`config.mk`:
```
export PLATFORM = sky130hd
export DESIGN_NAME = seg7_glyph_reader_flat
export DESIGN_NICKNAME = d
export VERILOG_FILES = /design/src/rtl/seg7_pkg.sv /design/src/rtl/seg7_glyph_reader_if.sv /design/src/rtl/seg7_stable_filter.sv /design/src/rtl/seg7_glyph_reader.sv /design/src/flat_wrapper.sv
export SDC_FILE = /design/constraint.sdc
export NUM_CORES = 1
export LEC_CHECK = 0
export ABC_AREA = 1
export BUFFER_PORTS_ARGS = -buffer_cell sky130_fd_sc_hd__buf_2
export CAP_MARGIN = 30
export CORE_AREA = 3 3 95 97
export CTS_CLUSTER_SIZE = 28
export DETAILED_ROUTE_END_ITERATION = 8
export DIE_AREA = 0 0 98 100
export GPL_ROUTABILITY_DRIVEN = 0
export SYNTH_ARGS = -nofsm -noshare
export SYNTH_HDL_FRONTEND = slang
export SYNTH_SLANG_ARGS = --single-unit
export TNS_END_PERCENT = 30
```
`constraint.sdc`:
```
create_clock -name clk -period 2.2 [get_ports clk]
set_clock_uncertainty 0.15 [all_clocks]
set_input_delay 0.33 -clock clk [delete_from_list [all_inputs] [get_ports clk]]
set_output_delay 0.33 -clock clk [all_outputs]
set_load 0.02 [all_outputs]
```
`src/rtl/seg7_pkg.sv`:
```
// Shared definitions for the seven-segment glyph reader: segment codes, FSM
// state type and the glyph decoder.
// Optional feature macro: SEG7_ALT_GLYPH_EN adds three alternate glyph shapes.
package seg7_pkg;

    // Segment bus bit0=a .. bit6=g, active-high
    localparam logic [6:0] GLYPH_BLANK = 7'h00;
    localparam logic [6:0] GLYPH_0     = 7'h3F;
    localparam logic [6:0] GLYPH_1     = 7'h06;
    localparam logic [6:0] GLYPH_2     = 7'h5B;
    localparam logic [6:0] GLYPH_3     = 7'h4F;
    localparam logic [6:0] GLYPH_4     = 7'h66;
    localparam logic [6:0] GLYPH_5     = 7'h6D;
    localparam logic [6:0] GLYPH_6     = 7'h7D;
    localparam logic [6:0] GLYPH_7     = 7'h07;
    localparam logic [6:0] GLYPH_8     = 7'h7F;
    localparam logic [6:0] GLYPH_9     = 7'h6F;
    localparam logic [6:0] GLYPH_A     = 7'h77;
    localparam logic [6:0] GLYPH_B     = 7'h7C;
    localparam logic [6:0] GLYPH_C     = 7'h39;
    localparam logic [6:0] GLYPH_D     = 7'h5E;
    localparam logic [6:0] GLYPH_E     = 7'h79;
    localparam logic [6:0] GLYPH_F     = 7'h71;

    // Alternate shapes some display drivers emit
    localparam logic [6:0] GLYPH_ALT_7 = 7'h27; // seven with f segment
    localparam logic [6:0] GLYPH_ALT_9 = 7'h67; // nine without tail
    localparam logic [6:0] GLYPH_ALT_6 = 7'h3D; // flat six

    typedef enum logic [1:0] {
        StBlank,
        StSettle,
        StLocked,
        StBad
    } seg7_state_e;

    // Returns {legal, value}; value is 0 when the pattern is not a glyph
    function automatic logic [4:0] seg7_decode(input logic [6:0] seg);
        logic [4:0] res;
        res = 5'h00;
        case (seg)
            GLYPH_0:     res = {1'b1, 4'h0};
            GLYPH_1:     res = {1'b1, 4'h1};
            GLYPH_2:     res = {1'b1, 4'h2};
            GLYPH_3:     res = {1'b1, 4'h3};
            GLYPH_4:     res = {1'b1, 4'h4};
            GLYPH_5:     res = {1'b1, 4'h5};
            GLYPH_6:     res = {1'b1, 4'h6};
            GLYPH_7:     res = {1'b1, 4'h7};
            GLYPH_8:     res = {1'b1, 4'h8};
            GLYPH_9:     res = {1'b1, 4'h9};
            GLYPH_A:     res = {1'b1, 4'hA};
            GLYPH_B:     res = {1'b1, 4'hB};
            GLYPH_C:     res = {1'b1, 4'hC};
            GLYPH_D:     res = {1'b1, 4'hD};
            GLYPH_E:     res = {1'b1, 4'hE};
            GLYPH_F:     res = {1'b1, 4'hF};
`ifdef SEG7_ALT_GLYPH_EN
            GLYPH_ALT_7: res = {1'b1, 4'h7};
            GLYPH_ALT_9: res = {1'b1, 4'h9};
            GLYPH_ALT_6: res = {1'b1, 4'h6};
`endif
            default:     res = 5'h00;
        endcase
        return res;
    endfunction

endpackage

```
`src/rtl/seg7_glyph_reader_if.sv`:
```
// Segment-bus / result interface of the glyph reader. The master side drives
// the segment bus and clear; the slave side (the reader) returns results.
interface seg7_glyph_reader_if #(
    parameter int unsigned CNT_W = 8
);
    logic [6:0]       seg_in;
    logic             clr;
    logic [3:0]       digit;
    logic             digit_valid;
    logic             glyph_err;
    logic             err_sticky;
    logic             locked;
    logic [15:0]      history;
    logic [CNT_W-1:0] count;

    modport master (
        output seg_in,
        output clr,
        input  digit,
        input  digit_valid,
        input  glyph_err,
        input  err_sticky,
        input  locked,
        input  history,
        input  count
    );

    modport slave (
        input  seg_in,
        input  clr,
        output digit,
        output digit_valid,
        output glyph_err,
        output err_sticky,
        output locked,
        output history,
        output count
    );
endinterface

```
`src/rtl/seg7_stable_filter.sv`:
```
// Synchronises the asynchronous segment bus and reports when the synchronised
// pattern has been identical for STABLE_CYCLES consecutive samples.
// STABLE_CYCLES is legal in 2..15 (4-bit stability counter).
module seg7_stable_filter #(
    parameter int unsigned STABLE_CYCLES = 4
) (
    input  logic       clk,
    input  logic       rst_n,
    input  logic [6:0] seg_in,
    output logic [6:0] seg_s,
    output logic       stable,
    output logic       changed
);

    localparam logic [3:0] STAB_MAX = 4'(STABLE_CYCLES - 1);

    logic [6:0] sync_q;
    logic [6:0] seg_s_q;
    logic [6:0] prev_q;
    logic [3:0] stab_q;

    // Two-flop synchroniser, then a one-cycle-delayed copy for change detection
    always_ff @(posedge clk or negedge rst_n) begin
        if (!rst_n) begin
            sync_q  <= '0;
            seg_s_q <= '0;
            prev_q  <= '0;
        end else begin
            sync_q  <= seg_in;
            seg_s_q <= sync_q;
            prev_q  <= seg_s_q;
        end
    end

    assign changed = (seg_s_q != prev_q);

    // Stability counter: restarts on any change, saturates at STAB_MAX
    always_ff @(posedge clk or negedge rst_n) begin
        if (!rst_n) begin
            stab_q <= '0;
        end else if (changed) begin
            stab_q <= '0;
        end else if (stab_q != STAB_MAX) begin
            stab_q <= stab_q + 4'd1;
        end
    end

    // A change in the current sample always overrides a saturated counter
    assign stable = !changed && (stab_q == STAB_MAX);
    assign seg_s  = seg_s_q;

endmodule

```
`src/rtl/seg7_glyph_reader.sv`:
```
// Seven-segment glyph reader: waits for a stable segment pattern, decodes it
// back to a hex digit (or flags it as not a glyph), and keeps a four-digit
// history plus a saturating count of accepted digits.
// Optional feature macro: SEG7_ALT_GLYPH_EN (alternate glyphs, in seg7_pkg).
module seg7_glyph_reader
    import seg7_pkg::*;
#(
    parameter int unsigned STABLE_CYCLES = 4,
    parameter int unsigned CNT_W         = 8
) (
    input  logic                clk,
    input  logic                rst_n,
    seg7_glyph_reader_if.slave  bus
);

    logic [6:0]       seg_s;
    logic             stable;
    logic             changed;
    logic [4:0]       dec;
    logic             dec_legal;
    logic [3:0]       dec_value;

    seg7_state_e      state_q;
    logic [3:0]       digit_q;
    logic             digit_valid_q;
    logic             glyph_err_q;
    logic             err_sticky_q;
    logic [15:0]      history_q;
    logic [CNT_W-1:0] count_q;

    seg7_stable_filter #(
        .STABLE_CYCLES (STABLE_CYCLES)
    ) u_filter (
        .clk     (clk),
        .rst_n   (rst_n),
        .seg_in  (bus.seg_in),
        .seg_s   (seg_s),
        .stable  (stable),
        .changed (changed)
    );

    assign dec       = seg7_decode(seg_s);
    assign dec_legal = dec[4];
    assign dec_value = dec[3:0];

    // FSM with registered result outputs; clr is applied last so it wins
    always_ff @(posedge clk or negedge rst_n) begin
        if (!rst_n) begin
            state_q       <= StBlank;
            digit_q       <= '0;
            digit_valid_q <= 1'b0;
            glyph_err_q   <= 1'b0;
            err_sticky_q  <= 1'b0;
            history_q     <= '0;
            count_q       <= '0;
        end else begin
            digit_valid_q <= 1'b0;
            glyph_err_q   <= 1'b0;
            unique case (state_q)
                StBlank: begin
                    if (seg_s != GLYPH_BLANK) begin
                        state_q <= StSettle;
                    end
                end
                StSettle: begin
                    if (stable) begin
                        if (seg_s == GLYPH_BLANK) begin
                            state_q <= StBlank;
                        end else if (dec_legal) begin
                            state_q       <= StLocked;
                            digit_valid_q <= 1'b1;
                            digit_q       <= dec_value;
                            history_q     <= {history_q[11:0], dec_value};
                            if (count_q != '1) begin
                                count_q <= count_q + 1'b1;
                            end
                        end else begin
                            state_q      <= StBad;
                            glyph_err_q  <= 1'b1;
                            err_sticky_q <= 1'b1;
                        end
                    end
                end
                StLocked, StBad: begin
                    if (changed) begin
                        state_q <= (seg_s == GLYPH_BLANK) ? StBlank : StSettle;
                    end
                end
                default: state_q <= StBlank;
            endcase
            if (bus.clr) begin
                history_q    <= '0;
                count_q      <= '0;
                err_sticky_q <= 1'b0;
            end
        end
    end

    assign bus.digit       = digit_q;
    assign bus.digit_valid = digit_valid_q;
    assign bus.glyph_err   = glyph_err_q;
    assign bus.err_sticky  = err_sticky_q;
    assign bus.locked      = (state_q == StLocked);
    assign bus.history     = history_q;
    assign bus.count       = count_q;

endmodule
```
`src/flat_wrapper.sv`:
```
// flat-port wrapper written by rule: the top's interface ports become plain ports
module seg7_glyph_reader_flat import seg7_pkg::*;
#(
    parameter int unsigned STABLE_CYCLES = 4,
    parameter int unsigned CNT_W         = 8
)
  (clk, rst_n, bus_seg_in, bus_clr, bus_digit, bus_digit_valid, bus_glyph_err, bus_err_sticky, bus_locked, bus_history, bus_count);
  seg7_glyph_reader_if #(.CNT_W(CNT_W)) bus_i ();
  input  logic clk;
  input  logic rst_n;
  input wire logic [$bits(bus_i.seg_in)-1:0] bus_seg_in;
  input wire logic [$bits(bus_i.clr)-1:0] bus_clr;
  output wire logic [$bits(bus_i.digit)-1:0] bus_digit;
  output wire logic [$bits(bus_i.digit_valid)-1:0] bus_digit_valid;
  output wire logic [$bits(bus_i.glyph_err)-1:0] bus_glyph_err;
  output wire logic [$bits(bus_i.err_sticky)-1:0] bus_err_sticky;
  output wire logic [$bits(bus_i.locked)-1:0] bus_locked;
  output wire logic [$bits(bus_i.history)-1:0] bus_history;
  output wire logic [$bits(bus_i.count)-1:0] bus_count;
  assign bus_i.seg_in = bus_seg_in;
  assign bus_i.clr = bus_clr;
  assign bus_digit = bus_i.digit;
  assign bus_digit_valid = bus_i.digit_valid;
  assign bus_glyph_err = bus_i.glyph_err;
  assign bus_err_sticky = bus_i.err_sticky;
  assign bus_locked = bus_i.locked;
  assign bus_history = bus_i.history;
  assign bus_count = bus_i.count;
  seg7_glyph_reader #(.STABLE_CYCLES(STABLE_CYCLES), .CNT_W(CNT_W)) u_core (.clk(clk), .rst_n(rst_n), .bus(bus_i));
endmodule
```
Word level (Yosys, flattened, before mapping)
Index checks and enable logic that the tools add are counted.
W data, S select, Z words.
{"block": "op_classes", "addsub": 2, "n_eq_ne": 28, "muxes": 34, "bitwise_logic": 1, "reduce_logical": 16}
{"cell": "$eq A7 B7 Y1 const B", "count": 12}
{"cell": "$mux W16", "count": 5}
{"cell": "$pmux W5 S16", "count": 1}
{"cell": "$mux W8", "count": 6}
{"cell": "$mux W1", "count": 15}
{"cell": "$eq A7 B3 Y1 const B", "count": 2}
{"cell": "$eq A7 B6 Y1 const B", "count": 2}
{"cell": "$reduce_and A4 Y1", "count": 3}
{"cell": "$reduce_bool A2 Y1", "count": 5}
{"cell": "$add A8 B1 Y8 const B", "count": 1}
{"cell": "$mux W2", "count": 4}
{"cell": "$mux W4", "count": 2}
{"cell": "$ne A8 B8 Y1 const B", "count": 1}
{"cell": "$logic_not A7 Y1", "count": 1}
{"cell": "$ne A7 B7 Y1", "count": 1}
{"cell": "$reduce_bool A7 Y1", "count": 1}
{"cell": "$ne A2 B2 Y1 const B", "count": 3}
{"cell": "$pmux W2 S3", "count": 1}
{"cell": "$reduce_and A5 Y1", "count": 1}
{"cell": "$add A4 B1 Y4 const B", "count": 1}
{"cell": "$eq A2 B2 Y1 const B", "count": 2}
{"cell": "$eq A4 B2 Y1 const B", "count": 1}
{"cell": "$ne A2 B1 Y1 const B", "count": 2}
{"cell": "$ne A4 B2 Y1 const B", "count": 1}
{"cell": "other kinds (7)", "count": 7}
{"block": "word_totals", "register_bits": 58, "input_bits": 10, "out_inout_bits": 32, "wordCells": 92}

Logic depth before layout (Yosys ltp)
Gate-level depths: netlist (run 1).
{"block": "logic_depth", "word_depth": 7, "ltp_mapped": 12, "depth_no_buf": 12}

Modules after synthesis
Synthesis (run 1) repeated with hierarchy kept, for this count alone.
{"block": "unflattened", "hier_cells": 335, "hier_area_um2": 2813.9}
{"mod": "seg7_glyph_reader", "n_inst": 1, "cells_per_inst": 247, "area_each_um2": 1906.8, "seq_area_each_um2": 825.8}
{"mod": "seg7_stable_filter", "n_inst": 1, "cells_per_inst": 88, "area_each_um2": 907.1, "seq_area_each_um2": 625.6}

Worst setup path after synthesis (run 1)
Ideal clock, no wire load.
{"block": "synth_timing", "path_type": "register to register", "from": "reg u_core.count_q[0] (netlist: u_core.bus.count[0])", "to": "reg u_core.count_q[4] (netlist: u_core.bus.count[4])", "setup_ns": 0.119, "t_arrival_ns": 1.629, "required_ns": 1.931, "setup_slack_ns": 0.303, "path_stages_with_launch": 11, "path_buffers": 1, "period_less_slack_ns": 1.897, "cell_sequence": "dfrtp_1 ha_1 nand2_1 nor2_1 nand3_1 nor2_1 nand3_1 and2_1 buf_2 nand4_1 nand2_1"}
{"block": "synth_via", "elab_chain_len": 7, "word_cells_on_any_way": 10, "cone_classes": "add/sub: 1; eq/ne: 1; mux: 6; reduce/logical: 2"}
{"element": "from (decl)", "line": "seg7_glyph_reader.sv:29", "text": "logic [CNT_W-1:0] count_q;"}
{"element": "from (signal assigned)", "line": "seg7_glyph_reader.sv:75", "text": "count_q <= count_q + 1'b1;"}
{"element": "$add A8 B1 Y8", "line": "seg7_glyph_reader.sv:75"}
{"element": "$mux W8", "line": "seg7_glyph_reader.sv:74", "text": "if (count_q != '1) begin"}
{"element": "$mux W8", "line": "seg7_glyph_reader.sv:69", "text": "end else if (dec_legal) begin"}
{"element": "$mux W8", "line": "seg7_glyph_reader.sv:67", "text": "if (seg_s == GLYPH_BLANK) begin"}
{"element": "$mux W8", "line": "seg7_glyph_reader.sv:66", "text": "if (stable) begin"}
{"element": "$mux W8", "line": "seg7_glyph_reader.sv:59", "text": "unique case (state_q)"}
{"element": "$mux W8", "line": "seg7_glyph_reader.sv:91", "text": "if (bus.clr) begin"}
Parallel ways exist; a longest one is shown, timed or not. The select of a mux whose other input is x is not followed.
A chain may end at the register's enable or synchronous reset.

Final worst setup path (run 1)
{"block": "layout_timing", "from": "reg u_core.u_filter.seg_s_q[3] (netlist: u_core.u_filter.seg_s[3])", "to": "reg u_core.digit_q[2] (netlist: u_core.bus.digit[2])"}
{"block": "layout_via", "elab_chain_len": 4, "word_cells_on_any_way": 23, "cone_classes": "eq/ne: 17; mux: 1; bitwise: 1; reduce/logical: 4"}
{"element": "from (decl)", "line": "seg7_stable_filter.sv:18", "text": "logic [6:0] seg_s_q;"}
{"element": "from (signal assigned)", "line": "seg7_stable_filter.sv:30", "text": "seg_s_q <= sync_q;"}
{"element": "branches (longest 4 deep; another with $pmux W5 S16)"}
{"element": "to (signal assigned)", "line": "seg7_glyph_reader.sv:72", "text": "digit_q <= dec_value;"}
{"element": "to (decl)", "line": "seg7_glyph_reader.sv:24", "text": "logic [3:0] digit_q;"}
Several ways; the timed one is not identified.

==> impl_metrics.py, run 1 <==
metrics = {
    "finish": {
        "syn2layout_area_growth_pct": 18.09,
        "fin_area_mm2": 0.003586,
        "drive_above_1_share_pct": 25.42,
        "post_layout_nonfiller_instances": 526,
        "fill_cells": 833,
        "diodes": 0,
        "layout.nets": 428,
    },
    "synthesis": {
        "syn_area_mm2": 0.003037,
        "seq_area_frac_synth_pct": 47.80,
        "ys_warn_count": 0,
        "syn_nets": 375,
        "syn_area_per_cell_um2": 8.365,
        "netlist.area_leader.share_pct": 47.80,
        "yosys.area.top_type": "dfrtp_1",
        "postSynthCellCount": 363,
        "synth.area.top_cells": "dfrtp_1 48%, nand2_1 11%, nor2_1 6.2%, nand3_2 5.3%, nand4_1 5.2%",
        "synth-seq-cells": 58,
        "synth_cell_types": 30,
    },
    "sta": {
        "hold_viol": 0,
        "finalWorstSetupSlack_ps": 185.3,
        "max_freq_mhz": 496.4,
        "rsz0062_at_grt": "true",
        "final_max_slew_viol_count": 0,
        "setup_viol": 0,
        "fin_crit_sh_pct": 91.58,
        "final.min_clock_period_ps": 2015,
        "max_slew.worst_pin.slew_ps": 433.9,
        "slew_headroom_pct": 71.07,
    },
    "place": {
        "placed_cell_area_mm2": 0.003326,
        "io_buffers": 41,
        "hpwl_mm": 4.548,
        "dp.cells": 502,
        "dp_slack_ps": 135.6,
    },
    "clock_network": {
        "clk_latency_ps": 330,
        "clockBufferDepth": 2,
        "clock-sinks": 58,
        "path_clk_slew_ps": 70,
        "cts_tree": "done",
        "cts_root_buffer": "clkbuf_8",
        "cts_buffers": 9,
        "htreeDepth": 3,
    },
    "detailed_routing": {
        "vias": 2468,
        "via_per_inst": 4.692,
        "wl_per_cell_um": 12.17,
        "wirelength_mm": 6.404,
        "drc_errors": 0,
        "drt_iter0_drc": 91,
        "detail-route-antenna-nets": 0,
        "firstDrtPassIters": 4,
    },
    "worst_setup_path": {
        "path_cells": "nand2_2, inv_1, nand3_1, nand3_2, nor2_4, nand3_4, nand3_4, inv_1, nand2_1, nand2_1",
        "worstPathMaxFanout": 24,
        "critical_path.endpoint_type": "flip-flop",
        "rrSetupSlack_ps": 190,
        "reg2reg_to": "u_core.bus.digit[2]$_DFFE_PN0P_",
        "worstPathArrival_ps": 2090,
        "startpoint_type": "flip-flop",
        "r2r_start": "u_core.u_filter.seg_s[3]$_DFF_PN0_",
        "cpMaxStageDelayCell": "dfrtp_1",
        "worstRegToRegCells": 10,
        "required_ps": 2280,
        "crit_type": "reg -> reg",
        "cpPeakStageDelay_ps": 460,
    },
    "global_route": {
        "grt_pass1_vias": 2346,
        "gr-usage-all-layers_pct": 14.10,
        "antenna_found_initial": 0,
        "gr-total-overflow": 0,
        "grt_pass1_wl_mm": 11.18,
        "grt_max_degree": 25,
    },
    "hold_path": {
        "min_to": "u_core.u_filter.seg_s[2]$_DFF_PN0_",
        "holdCritStartpoint": "u_core.u_filter.sync_q[2]$_DFF_PN0_",
        "hp-class": "reg -> reg",
        "hold_depth": 0,
    },
    "floorplanning": {
        "die_h_um": 100,
        "num_io_pins": 42,
        "rows": 33,
        "die_area_mm2": 0.009800,
        "start_util_pct": 36.96,
        "coreArea_mm2": 0.008217,
        "die_w_um": 98,
    },
    "pwr": {
        "vdd_drop_max_v": 0.0004560,
        "leakage_nw": 1.892,
        "powerDensity_mw_per_mm2": 673.9,
        "power_mw": 2.417,
    },
    "run_status": {
        "status": "completed",
    },
    "run": {
        "max_cap_violations": 0,
    },
}
[through the flow]
stage                     TNS [ps]  util, %  hold WS, ps
after floorplan                  0        -       -115.6
after global placement           0    40.48        151.7
after detailed placement         0    40.48        153.1
after CTS                        0    43.54        200.2
after global routing        -50.19    43.64        205.6
final                            0    43.64        198.2
[state kept, by name (all words and copies together) (netlist names)]
register                cells
u_core.bus.history         16
u_core.bus.count            8
u_core.u_filter.prev_q      7
u_core.u_filter.seg_s       7
u_core.u_filter.sync_q      7
u_core.bus.digit            4
u_core.u_filter.stab_q      4
u_core.state_q              2
u_core.bus.digit_valid      1
u_core.bus.err_sticky       1
u_core.bus.glyph_err        1
[critical path: cells and delay by family, from the launching register on]
family        cells  cell delay [ps]
simple gates      8             1120
flops             1              460
buf+inv           2              180
[power by group]
part	internal [mW]	leakage (nW)	switching, mW
sequential	1.11	0.754	0.0374
combinational	0.126	1.05	0.276
clock	0.433	0.0851	0.433
total	1.67	1.89	0.747
[Yosys cell counts]
master	count
nand2_1	91
dfrtp_1	58
nor2_1	50
inv_1	34
nand4_1	25
nand3_1	22
nand3_2	16
a21oi_1	7
buf_2	7
inv_2	7
xnor2_1	7
nor2_4	5
xor2_1	4
clkbuf_1	3
nand2_2	3
o21ai_0	3
o21ai_2	3
and2_1	2
ha_1	2
nand3_4	2
nor2_2	2
nor3_1	2
and3_1	1
buf_12	1
buf_4	1
buf_6	1
buf_8	1
nand4_2	1
nor3b_1	1
or2_2	1
[routing by layer]
metal / vias to the layer above / share of wire, % / GRT usage (%)
li1: 1269 / - / -
met1: 1146 / 48 / 19.68
met2: 48 / 46 / 21.26
met3: 5 / 5.0 / 4.031
met4: 0 / 1.1 / 4.473
met5: - / 0 / 0
[cells by family (layout without fill, tap and decap cells)]
group	Yosys count	count (layout)	share of synthesized area [%]
adder cells (fa/ha/maj)	2	2	0.8239
AO/OA/AOI/OAI	13	13	2.513
buffers and inverters	55	113	8.364
AND/OR/NAND/NOR	224	224	37.33
XOR/XNOR	11	11	3.173
flip-flops	58	58	47.80
[repair_timing]
| action | 4_1_cts | 5_1_grt |
|---|---|---|
| hold buffers | 8 | 0 |
| endpoints found under the hold margin | 26 | 0 |
| resized for setup | 0 | 4 |
| buffers inserted | 0 | 0 |
| endpoints found under the setup margin | 0 | 18 |
[how the worst max path moves through the flow]
stage | from | end | cells past startpoint
after floorplan | u_core.bus.count[0]$_DFFE_PN0P_ | u_core.bus.count[4]$_DFFE_PN0P_ | 10
after global placement | u_core.u_filter.seg_s[2]$_DFF_PN0_ | u_core.bus.history[11]$_DFFE_PN0P_ | 8
after detailed placement | u_core.u_filter.seg_s[2]$_DFF_PN0_ | u_core.bus.history[11]$_DFFE_PN0P_ | 8
after CTS | u_core.u_filter.seg_s[2]$_DFF_PN0_ | u_core.bus.history[11]$_DFFE_PN0P_ | 8
after global routing | u_core.u_filter.seg_s[6]$_DFF_PN0_ | u_core.bus.digit[2]$_DFFE_PN0P_ | 11
final | u_core.u_filter.seg_s[3]$_DFF_PN0_ | u_core.bus.digit[2]$_DFFE_PN0P_ | 10
[placed cells by master, fill, tap and decap left out, drive strengths merged, types with 8 or more instances in the layout]
master and n:
inv 41, nor2 57, nand3 40, dlygate4sd3 8
dfrtp 58, clkbuf 11, buf 48, nand2 94
nand4 26
[area by class of cell]
class | instances | area, um^2 | area share [%]
Clock buffer | 11 | 141.4 | 3.943
Inverter | 41 | 153.9 | 4.292
Sequential cell | 58 | 1455 | 40.58
Multi-Input combinational cell | 250 | 1336 | 37.26
Timing Repair Buffer | 56 | 337.8 | 9.421
Clock inverter | 5 | 30.03 | 0.8374
Tap cell | 105 | 131.4 | 3.664
Note: power is estimated with default switching activity, not from simulation.
==> run 2: changes to the inputs <==
--- a/config.mk
+++ b/config.mk
@@ -6,12 +6,12 @@
 export NUM_CORES = 1
 export LEC_CHECK = 0
 export ABC_AREA = 1
-export BUFFER_PORTS_ARGS = -buffer_cell sky130_fd_sc_hd__buf_2
+export BUFFER_PORTS_ARGS = -buffer_cell sky130_fd_sc_hd__buf_4
 export CAP_MARGIN = 30
-export CORE_AREA = 3 3 95 97
+export CORE_AREA = 3 3 105 107
 export CTS_CLUSTER_SIZE = 28
 export DETAILED_ROUTE_END_ITERATION = 8
-export DIE_AREA = 0 0 98 100
+export DIE_AREA = 0 0 108 110
 export GPL_ROUTABILITY_DRIVEN = 0
 export SYNTH_ARGS = -nofsm -noshare
 export SYNTH_HDL_FRONTEND = slang
==> run 2 against run 1 <==
Effect of this change:
- die area is 21% higher
- via count increased by 0.32%
- non-clock buffer count decreased by 3
- final cell count grew 5.3%
- register-to-register slack lost 40 ps
- sequential share of layout area fell by 1.8 points
- fmax down 1.8%
- flip-flop and latch count did not move
- critical path type unchanged
- largest power group unchanged
- highest routed layer unchanged
==> impl_metrics.py, run 2 (synthesis gave the netlist of run 1 again) <==
metrics = {
    "run_status": {
        "status": "completed",
    },
    "finish": {
        "syn2layout_area_growth_pct": 23.61,
        "largest_reg_flops": 16,
        "mostFrequentLayoutCells": "91 x nand2_1, 54 x dfrtp_1, 50 x nor2_1",
        "diodes": 0,
        "final_common_cell": "nand2_1",
        "layout.nets": 425,
        "final_core_util_pct": 36.69,
        "drive_above_1_share_pct": 25.12,
    },
    "pwr": {
        "leakage_nw": 1.905,
        "power_mw": 2.664,
        "powerDensity_mw_per_mm2": 709.8,
        "vdd_drop_max_v": 0.0003360,
    },
    "sta": {
        "slew_headroom_pct": 50.67,
        "max_freq_mhz": 487.5,
        "max_slew.worst_pin.slew_ps": 739.9,
        "fin_crit_sh_pct": 93.24,
        "hold_slack_ps": 201.2,
        "finalWorstSetupSlack_ps": 148.8,
        "rsz0062_at_grt": "true",
        "final_max_slew_viol_count": 0,
        "final.min_clock_period_ps": 2051,
        "hold_viol": 0,
        "setup_viol": 0,
    },
    "clock_network": {
        "cts_root_buffer": "clkbuf_8",
        "clockBufferDepth": 2,
        "cts_buffers": 9,
        "clock-sinks": 58,
        "post_cts.repair.setup_buffers": 0,
        "path_clk_slew_ps": 60,
        "cts_tree": "done",
        "clk_latency_ps": 340,
        "htreeDepth": 3,
    },
    "worst_setup_path": {
        "required_ps": 2280,
        "critical_path.endpoint_type": "flip-flop",
        "path_cells": "nand2_2, inv_1, nand3_1, nand3_2, nor2_4, nand3_4, nand3_4, inv_1, nand2_1, nand2_1",
        "crit_type": "reg -> reg",
        "worstPathArrival_ps": 2130,
        "cpPeakStageDelay_ps": 460,
        "worstPathMaxFanout": 24,
        "cpMaxStageDelayCell": "dfrtp_1",
        "startpoint_type": "flip-flop",
    },
    "detailed_routing": {
        "firstDrtPassIters": 4,
        "detail-route-antenna-nets": 0,
        "drc_errors": 0,
        "drt_iter0_drc": 129,
        "vias": 2476,
        "wl_per_cell_um": 12.04,
        "via_per_inst": 4.469,
        "wirelength_mm": 6.671,
    },
    "floorplanning": {
        "die_area_mm2": 0.01188,
        "coreArea_mm2": 0.01023,
        "start_util_pct": 29.68,
        "die_w_um": 108,
        "num_io_pins": 42,
        "die_h_um": 110,
        "rows": 37,
    },
    "global_route": {
        "gr-usage-all-layers_pct": 12.33,
        "grt_pass1_vias": 2554,
        "grt_pass1_wl_mm": 11.60,
        "gr-total-overflow": 0,
        "antenna_found_initial": 0,
        "grt_max_degree": 59,
    },
    "hold_path": {
        "hp-class": "reg -> reg",
    },
    "run": {
        "max_cap_violations": 0,
    },
    "place": {
        "dp_slack_ps": 120.0,
        "hpwl_mm": 4.469,
        "io_buffers": 41,
    },
}
run 2: cell count changes in the layout (fill, tap and decap cells not counted), sizes merged:
cell,previous run,this run
clkinvlp,2,1
clkinv,3,2
buf,48,45
bufinv,0,2
run 2: timing repair:
action / CTS / global route
hold endpoints to repair: 65 / 0
hold buffers: 8 / 0
setup endpoints to repair: 0 / 28
gates resized for setup: 0 / 5
run 2: worst paths after layout:
kind	from	endpoint	slack [ps]	cells after the start
worst max-delay path	u_core.u_filter.seg_s[3]$_DFF_PN0_	u_core.bus.digit[2]$_DFFE_PN0P_	150	10
worst min-delay path	u_core.u_filter.sync_q[0]$_DFF_PN0_	u_core.u_filter.seg_s[0]$_DFF_PN0_	200	0
worst max register to register	u_core.u_filter.seg_s[3]$_DFF_PN0_	u_core.bus.digit[2]$_DFFE_PN0P_	150	10
worst min register to register	u_core.u_filter.sync_q[0]$_DFF_PN0_	u_core.u_filter.seg_s[0]$_DFF_PN0_	200	0
max in group asynchronous	rst_n	u_core.u_filter.seg_s[0]$_DFF_PN0_	920	2
min in group asynchronous	rst_n	u_core.bus.history[14]$_DFFE_PN0P_	440	2
run 2: routing by layer:
metal	vias to the layer above	track usage [%]	routed length [um]
li1	1255	-	-
met1	1164	15.67	3192
met2	49	19.67	3040
met3	8	4.310	360
met4	0	4.148	77
met5	-	0	0
run 2: area by class of cell:
type	instances	area [um^2]
repair buffers	53	417.9
well taps	136	170.2
clock buffers	11	141.4
fillers	1042	6477
flip-flops and latches	58	1456
clock inverters	5	77.57
inverters	41	153.9
multi-input cells	250	1336
run 2: per-stage QoR:
stage               instance area (um^2)  std cells  TNS [ps]
floorplan                           3037        363         0
global placement                    3445        530         0
CTS                                 3744        554         0
detailed placement                  3445        530         0
finish                              3754        554         0
global route                        3754        554    -266.0
run 2: report_power, final:
group	switching, mW	total (mW)	internal, mW
registers	0.0392	1.15	1.11
clock network	0.442	1.11	0.665
logic	0.274	0.407	0.133
run 2: critical path: cells and delay by family, from the launching register on:
family / cells / cell delay, ps
AND/OR/NAND/NOR: 8 / 1140
buffers and inverters: 2 / 170
flip-flops: 1 / 460
==> run 3: changes to the inputs <==
--- a/config.mk
+++ b/config.mk
@@ -13,6 +13,7 @@
 export DETAILED_ROUTE_END_ITERATION = 8
 export DIE_AREA = 0 0 108 110
 export GPL_ROUTABILITY_DRIVEN = 0
+export REMOVE_ABC_BUFFERS = 1
 export SYNTH_ARGS = -nofsm -noshare
 export SYNTH_HDL_FRONTEND = slang
 export SYNTH_SLANG_ARGS = --single-unit
==> constraint.sdc (replaced) <==
create_clock -name clk -period 2.25 [get_ports clk]
set_clock_uncertainty 0.15 [all_clocks]
set_input_delay 0.3375 -clock clk [delete_from_list [all_inputs] [get_ports clk]]
set_output_delay 0.3375 -clock clk [all_outputs]
set_load 0.02 [all_outputs]
==> run 3 against run 2 <==
Effect of this change:
- sequential share of layout area is essentially flat
- largest power group unchanged
- fmax rose by 2.3%
- flip-flop and latch count is the same
==> impl_metrics.py, run 3 (synthesis gave the netlist of run 1 again) <==
metrics = {
    "floorplanning": {
        "rows": 37,
        "die_w_um": 108,
        "coreArea_mm2": 0.01023,
        "start_util_pct": 29.68,
        "die_area_mm2": 0.01188,
        "num_io_pins": 42,
        "die_h_um": 110,
    },
    "sta": {
        "hold_viol": 0,
        "slew_headroom_pct": 49.91,
        "max_freq_mhz": 498.5,
        "setup_tns_ps": 0,
        "max_slew.worst_pin.slew_ps": 751.3,
        "final.min_clock_period_ps": 2006,
        "final_max_slew_viol_count": 0,
        "fin_crit_sh_pct": 89.15,
        "rsz0062_at_grt": "false",
        "setup_viol": 0,
    },
    "global_route": {
        "grt_max_degree": 59,
        "gr-total-overflow": 0,
        "grt_pass1_wl_mm": 11.34,
        "grt_pass1_vias": 2499,
        "gr-usage-all-layers_pct": 12.05,
        "antenna_found_initial": 0,
    },
    "finish": {
        "largest_reg_flops": 16,
        "fin_area_mm2": 0.003740,
        "drive_above_1_share_pct": 24.52,
        "mostFrequentLayoutCells": "91 x nand2_1, 58 x dfrtp_1, 50 x nor2_1",
        "syn2layout_area_growth_pct": 23.16,
        "diodes": 0,
        "fill_cells": 1056,
        "final_common_cell": "nand2_1",
        "seqCellArea_mm2": 0.001451,
        "multi_input_area_mm2": 0.001349,
        "layout.nets": 427,
    },
    "worst_setup_path": {
        "crit_type": "reg -> reg",
        "worstPathArrival_ps": 2080,
        "path_buf_inv": 1,
        "required_ps": 2320,
        "startpoint_type": "flip-flop",
        "cp_common_cell": "nand3_1",
        "cpMaxStageDelayCell": "dfrtp_1",
        "critical_path.endpoint_type": "flip-flop",
        "crit_family": "simple AND/OR/NAND/NOR gates",
        "worstPathMaxFanout": 8,
        "path_cells": "xnor2_1, nand2_1, nor2_1, nand3_1, inv_2, nand3_1, nand3_1, nand2_1",
        "cpPeakStageDelay_ps": 460,
    },
    "place": {
        "placed_cell_area_mm2": 0.003452,
        "io_buffers": 41,
        "hpwl_mm": 4.486,
    },
    "detailed_routing": {
        "wl_per_cell_um": 12.15,
        "drt_iter0_drc": 204,
        "via_per_inst": 4.558,
        "vias": 2534,
        "firstDrtPassIters": 4,
        "detail-route-antenna-nets": 0,
        "wirelength_mm": 6.757,
        "drc_errors": 0,
    },
    "pwr": {
        "leakage_nw": 1.899,
        "powerDensity_mw_per_mm2": 651.5,
        "vdd_drop_max_v": 0.0003606,
    },
    "clock_network": {
        "cts_tree": "done",
        "clk_latency_ps": 340,
        "htreeDepth": 3,
        "cts_root_buffer": "clkbuf_8",
        "path_clk_slew_ps": 70,
        "clock-sinks": 58,
        "cts_buffers": 9,
        "clockBufferDepth": 2,
    },
    "hold_path": {
        "hp-class": "reg -> reg",
    },
    "run": {
        "max_cap_violations": 0,
    },
    "run_status": {
        "status": "completed",
    },
}
[run 3: per-stage QoR]
step                hold slack [ps]  total power, mW  cells  setup WS (ps)  util [%]
finish                        197.1            2.437    556          244.1     36.55
global route                  211.4            2.576    556          29.70     36.55
CTS                           195.4            2.461    555          173.0     36.38
global placement              184.0            1.521    531          239.3     33.74
detailed placement            185.6            1.530    531          205.6     33.74
floorplan                    -108.1            1.388    349          382.6         -
[run 3: power breakdown]
part	switching (mW)	internal [mW]
Combinational	0.278	0.132
Clock	0.419	0.486
Sequential	0.0364	1.09
[run 3: layout make-up]
| class | instances | area share [%] |
|---|---|---|
| inverters | 41 | 4.115 |
| clock buffers | 12 | 4.416 |
| well taps | 136 | 4.550 |
| multi-input cells | 251 | 36.07 |
| flip-flops and latches | 58 | 38.81 |
| repair buffers | 54 | 11.38 |
| clock inverters | 4 | 0.6691 |
[run 3: metal layers]
| metal | GRT usage (%) | share of wire [%] | up-vias |
|---|---|---|---|
| met2 | 19.01 | 47 | 43 |
| met3 | 3.320 | 4.0 | 16 |
| met4 | 6.222 | 1.9 | 0 |
| met1 | 15.16 | 47 | 1212 |
| li1 | - | - | 1263 |
| met5 | 0 | 0 | - |
[run 3: what timing repair did]
item,4_1_cts,5_1_grt
endpoints found under the setup margin,0,1
hold buffers,8,0
buffers inserted,0,0
endpoints found under the hold margin,65,0
resized for setup,0,1
[run 3: final timing paths]
path,cells past startpoint,slack [ps],endpoint,from
max,8,240,u_core.bus.count[7]$_DFFE_PN0P_,u_core.u_filter.seg_s[5]$_DFF_PN0_
min,0,200,u_core.u_filter.seg_s[1]$_DFF_PN0_,u_core.u_filter.sync_q[1]$_DFF_PN0_
max reg2reg,8,240,u_core.bus.count[7]$_DFFE_PN0P_,u_core.u_filter.seg_s[5]$_DFF_PN0_
min reg2reg,0,200,u_core.u_filter.seg_s[1]$_DFF_PN0_,u_core.u_filter.sync_q[1]$_DFF_PN0_
max in group asynchronous,2,990,u_core.u_filter.prev_q[4]$_DFF_PN0_,rst_n
min in group asynchronous,2,460,u_core.bus.count[2]$_DFFE_PN0P_,rst_n
